--- config.mk ---
export PLATFORM = sky130hd
export DESIGN_NAME = sprite_row_fetcher
export DESIGN_NICKNAME = d
export VERILOG_FILES = /design/src/rtl/sprite_row_fetcher.sv
export SDC_FILE = /design/constraint.sdc
export NUM_CORES = 1
export LEC_CHECK = 0
export BUFFER_PORTS_ARGS = -buffer_cell sky130_fd_sc_hd__buf_2
export CAP_MARGIN = 20
export CORE_ASPECT_RATIO = 1.75
export CORE_UTILIZATION = 30
export DETAILED_ROUTE_END_ITERATION = 16
export SYNTH_ARGS = -nofsm -noshare
export SYNTH_HDL_FRONTEND = slang
export SYNTH_SLANG_ARGS = --single-unit
--- constraint.sdc ---
create_clock -name clk -period 3.3 [get_ports clk]
set_clock_uncertainty 0.2 [all_clocks]
set_input_delay 0.825 -clock clk [delete_from_list [all_inputs] [get_ports clk]]
set_output_delay 0.825 -clock clk [all_outputs]
set_load 0.01 [all_outputs]
--- src/rtl/sprite_row_fetcher.sv ---
// Fetches one multi-word 1bpp sprite row from ROM into a fill buffer, then commits it to a
// display buffer that drives per-pixel lookup. Supports combinational or registered ROMs.
module sprite_row_fetcher #(
    parameter int unsigned ROM_LATENCY   = 1,
    parameter int unsigned DATA_WIDTH    = 16,
    parameter int unsigned ADDRESS_WIDTH = 8,
    parameter int unsigned WORDS_PER_ROW = 4,
    parameter int unsigned ROW_BITS      = 6,
    localparam int unsigned RowPixels    = DATA_WIDTH * WORDS_PER_ROW,
    localparam int unsigned PixBits      = $clog2(RowPixels),
    localparam int unsigned WordBits     = $clog2(WORDS_PER_ROW)
) (
    input  logic                     clk,
    input  logic                     reset,
    input  logic                     req_valid,
    output logic                     req_ready,
    input  logic [ROW_BITS-1:0]      req_row,
    input  logic [ROW_BITS-1:0]      req_offset,
    output logic [ADDRESS_WIDTH-1:0] rom_addr,
    input  logic [DATA_WIDTH-1:0]    rom_dout,
    output logic                     line_done,
    input  logic [PixBits-1:0]       pix_x,
    output logic                     pix_out
);

    localparam logic [WordBits-1:0] LastWord = WordBits'(WORDS_PER_ROW - 1);

    typedef enum logic [1:0] {StIdle, StFetch, StCommit} state_e;

    state_e                     state_q, state_d;
    logic [ROW_BITS-1:0]        eff_row_q, eff_row_d;
    logic [ADDRESS_WIDTH-1:0]   rom_addr_q, rom_addr_d;
    logic                       iss_active_q, iss_active_d;
    logic [WordBits-1:0]        iss_cnt_q, iss_cnt_d;
    logic [WordBits-1:0]        cap_cnt_q, cap_cnt_d;
    logic [RowPixels-1:0]       fill_buf_q, fill_buf_d;
    logic [RowPixels-1:0]       disp_buf_q, disp_buf_d;
    logic                       line_done_q, line_done_d;
    logic                       cap_valid;
    logic [ROW_BITS-1:0]        eff_row_sum;
    logic [PixBits-1:0]         pix_idx;

    assign eff_row_sum = req_row + req_offset;

    // Capture trails issue by the ROM latency; the issue strobe is simply delayed to match.
    if (ROM_LATENCY == 0) begin : g_lat0
        assign cap_valid = iss_active_q;
    end else begin : g_lat1
        logic iss_dly_q;
        always_ff @(posedge clk) begin
            if (reset) iss_dly_q <= 1'b0;
            else       iss_dly_q <= iss_active_q;
        end
        assign cap_valid = iss_dly_q;
    end

    always_comb begin
        state_d      = state_q;
        eff_row_d    = eff_row_q;
        rom_addr_d   = rom_addr_q;
        iss_active_d = iss_active_q;
        iss_cnt_d    = iss_cnt_q;
        cap_cnt_d    = cap_cnt_q;
        fill_buf_d   = fill_buf_q;
        disp_buf_d   = disp_buf_q;
        line_done_d  = 1'b0;
        req_ready    = (state_q == StIdle);

        unique case (state_q)
            StIdle: begin
                if (req_valid) begin
                    state_d      = StFetch;
                    eff_row_d    = eff_row_sum;
                    rom_addr_d   = {eff_row_sum, {WordBits{1'b0}}};
                    iss_active_d = 1'b1;
                    iss_cnt_d    = '0;
                    cap_cnt_d    = '0;
                end
            end
            StFetch: begin
                if (iss_active_q) begin
                    if (iss_cnt_q == LastWord) begin
                        iss_active_d = 1'b0;
                    end else begin
                        iss_cnt_d  = iss_cnt_q + WordBits'(1);
                        rom_addr_d = {eff_row_q, iss_cnt_q + WordBits'(1)};
                    end
                end
                if (cap_valid) begin
                    // Shift words in from the right so word 0 ends up in the MSBs.
                    fill_buf_d = {fill_buf_q[RowPixels-DATA_WIDTH-1:0], rom_dout};
                    cap_cnt_d  = cap_cnt_q + WordBits'(1);
                    if (cap_cnt_q == LastWord) state_d = StCommit;
                end
            end
            StCommit: begin
                disp_buf_d  = fill_buf_q;
                line_done_d = 1'b1;
                state_d     = StIdle;
            end
            default: state_d = StIdle;
        endcase
    end

    always_ff @(posedge clk) begin
        if (reset) begin
            state_q      <= StIdle;
            eff_row_q    <= '0;
            rom_addr_q   <= '0;
            iss_active_q <= 1'b0;
            iss_cnt_q    <= '0;
            cap_cnt_q    <= '0;
            fill_buf_q   <= '0;
            disp_buf_q   <= '0;
            line_done_q  <= 1'b0;
        end else begin
            state_q      <= state_d;
            eff_row_q    <= eff_row_d;
            rom_addr_q   <= rom_addr_d;
            iss_active_q <= iss_active_d;
            iss_cnt_q    <= iss_cnt_d;
            cap_cnt_q    <= cap_cnt_d;
            fill_buf_q   <= fill_buf_d;
            disp_buf_q   <= disp_buf_d;
            line_done_q  <= line_done_d;
        end
    end

    assign pix_idx   = PixBits'(RowPixels - 1) - pix_x;
    assign pix_out   = disp_buf_q[pix_idx];
    assign rom_addr  = rom_addr_q;
    assign line_done = line_done_q;

endmodule

==> flow_summary_export.csv <==
group,metric,value,unit
run_status,status,"complete, no violations",
logic_synthesis,netlist_area,5980,um^2
critical_path,crit_family,"multiplexers",
clock_network,clockBufferDepth,2,
timing,max-slew-margin-rel,52.0,%
logic_synthesis,avgSynthCellArea,8.26,um^2
critical_path,worstSetupPathType,"primary input to primary output",
clock_network,cts_tree,"built",
critical_path,r2r-start,"state_q[0]",
floorplanning,die-area,20500,um^2
logic_synthesis,synth_common_cells,"nand2_1 (275), dfxtp_1 (149), a21oi_1 (141)",
logic_synthesis,synth-xor-area-share,0.440,%
logic_synthesis,synth_enable_flop_cells,0,
routing,detail_route.vias_per_cell,4.80,
timing,rsz0062_at_grt,"true",
clock_network,cts_max_level,4,
power_and_ir_drop,vdd_ir_drop_max,0.258,mV
routing,wl,14400,um
critical_path,cp-start-kind,"primary input",
run,drv_cap,0,
floorplanning,die_w,109,um
logic_synthesis,synth_fp_nets,769,
critical_path,r2r_cells,6,
worst_hold_path,holdPathEnd,"disp_buf_q[59]",
routing,drc,0,
logic_synthesis,synth-adder-area-share,1.80,%
clock_network,holdBufCountCts,0,
logic_synthesis,synth_mux_area_share,7.62,%
timing,fmax,307,MHz
timing,hold_viol,0,
floorplanning,coreArea,19700,um^2
clock_network,cts.clk_slew.worst_paths,0.06,ns
global_routing,grt_overflow,0,
logic_synthesis,yosys_warnings,0,
worst_hold_path,hold_depth,2,
global_routing,grt_pass1_vias,4564,
logic_synthesis,syn_inst,724,
logic_synthesis,synth_area_leaders,"dfxtp_1 (50%), nand2_1 (17%), a21oi_1 (12%), mux4_1 (5.3%), clkbuf_1 (1.9%)",
logic_synthesis,ys_async_sr_fraction,0,%
timing,fin_tns_setup,0,ns
power_and_ir_drop,power.density,551,nW/um^2
routing,route.vias.total,4850,
logic_synthesis,synth_seq_area_share,49.9,%
logic_synthesis,ys.flop_type,"dfxtp_1",
worst_hold_path,holdCritStartpoint,"fill_buf_q[59]",
timing,fin_crit_sh,98.8,%
layout,drive_gt1_share,14.4,%
layout,nets,798,
power_and_ir_drop,leakage,2.50,nW
critical_path,max_stage_delay,0.55,ns
clock_network,cts_buffers,17,
routing,drt-pass1-iter-count,4,
layout,syn2layout_area_growth,17.7,%
logic_synthesis,synth-simple-area-share,21.5,%
floorplanning,die_h,189,um
clock_network,cts-root-buf,"clkbuf_16",
logic_synthesis,synth_top_family_by_area,"simple AND/OR/NAND/NOR gates",
routing,antenna_left,0,
clock_network,clkLatencyLatePin,0.42,ns
critical_path,cp_slowest_cell,"mux4_1",
global_routing,grt_max_degree,86,
timing,timing.hold.ws,0.248,ns
floorplanning,fp-row-count,68,
global_routing,grt_util_all_layers,14.9,%
logic_synthesis,yosysUniqueCellTypes,43,
critical_path,reg2reg_slack,1.31,ns
critical_path,worst_setup_path_end_kind,"primary output",
worst_hold_path,min_path_type,"flop to flop",
critical_path,path_buf_inv,3,
logic_synthesis,ys_seq_elements,149,
clock_network,clock-sinks,149,
logic_synthesis,synth_compound_area_share,14.4,%
logic_synthesis,post-synth-top-count-cell,"nand2_1",
critical_path,critPathRequiredTime,2.27,ns
global_routing,antenna_found_initial,0,
logic_synthesis,synth_top_cell_by_area,"dfxtp_1",
critical_path,r2r-end,"fill_buf_q[17]",
critical_path,crit_path_max_fanout,6,
layout,fin_util,35.8,%
place,port_buffers,47,
global_routing,grt_pass1_wl,23400,um
layout,antenna_cells,0,
place,hpwl,9450,um
routing,wl_per_cell,14.2,um
floorplanning,start_util,30.4,%
timing,setup_viol_count_final,0,
timing,tightest_slew,0.720,ns
logic_synthesis,synth_top_cell_area_share,49.9,%
timing,slew_viol_final,0,
routing,drt_iter0_drc,297,
floorplanning,pin_count,48,
critical_path,crit_arrival,2.23,ns
critical_path,worstPathCellList,"buf_12 > buf_12 > mux4_1 > mux2i_1 > o2111ai_1 > o21ai_1 > mux2i_1 > buf_2",
timing,period_minus_slack,3.26,ns
place,place_congestion,0.751,
## metrics by stage
stage	setup slack, ns	cells	power (mW)	instance area (um^2)
floorplan	0.280	724	2.02	5980
global placement	-0.0221	975	2.09	6420
detailed placement	-0.0615	975	2.09	6420
CTS	0.00312	1011	3.92	7020
global route	-0.0375	1011	4.03	7040
finish	0.0404	1011	3.88	7040
## worst max-delay path by stage
stage | startpoint | to | slack [ns] | cells past startpoint
3_5_place_dp | pix_x[0] | pix_out | -0.06 | 8
3_3_place_gp | pix_x[0] | pix_out | -0.02 | 8
5_1_grt | pix_x[0] | pix_out | -0.04 | 9
2_1_floorplan | pix_x[0] | pix_out | 0.28 | 7
4_1_cts | pix_x[0] | pix_out | 0.003 | 8
6_report | pix_x[0] | pix_out | 0.04 | 8
## cells in the final DEF (no fill, tap or decap), types with 8 or more instances in the layout
cell type	synthesis	layout
dfxtp_1	149	149
a21oi_1	141	141
nor2_1	18	18
mux4_1	12	8
buf_2	11	45
nand2_1	275	274
buf_4	1	12
clkbuf_16	0	17
mux4_2	4	8
## registers in the layout, indices dropped and copies added (netlist names)
signal and count:
disp_buf_q 64, fill_buf_q 64, rom_addr 8, eff_row_q 6, cap_cnt_q 2, state_q 2
cap_valid 1, iss_active_q 1, line_done 1
## cell type report
class | instances | area [um^2]
multi-input combinational | 516 | 2740
sequential | 149 | 2980
clock inverter | 14 | 125
inverter | 6 | 22.5
fill | 2066 | 12600
timing repair buffer | 63 | 434
tap | 245 | 307
clock buffer | 18 | 429
## worst reg2reg max path, stage by stage, from the launching register on
cell     delay, ns
dfxtp_1       0.38
nor2b_1       0.16
buf_4         0.18
nand2_2       0.07
buf_4         0.58
nand2_1       0.18
a21oi_1       0.19
## logic make-up (layout without fill, tap and decap cells)
logic type / count (synthesis) / count (layout)
XOR/XNOR: 3 / 3
flip-flops: 149 / 149
buffers and inverters: 59 / 101
AO/OA/AOI/OAI: 162 / 162
AND/OR/NAND/NOR: 322 / 322
adder cells (fa/ha/maj): 8 / 8
multiplexers: 21 / 21
## power by group
part           leakage [nW]  switching [mW]  total, mW  internal [mW]
clock network         0.273           0.774       1.82           1.04
logic                  1.02           0.133      0.223         0.0901
registers              1.20          0.0160       1.84           1.82
## metal layers
metal  wire length [um]  track usage (%)  part of all wire (%)
met5                  0                0                     0
met4                403             7.02                   2.8
met3                524             3.74                   3.7
met2               7340             25.3                    51
met1               6090             17.2                    42
## what timing repair did
| item | CTS | global route |
|---|---|---|
| pin swaps | 1 | 3 |
| endpoints found under the setup margin | 1 | 1 |
| gates cloned | 1 | 0 |
| gates resized for setup | 6 | 5 |
| setup buffers | 3 | 0 |
| hold endpoints to repair | 0 | 0 |
(Power assumes the default switching activity.)
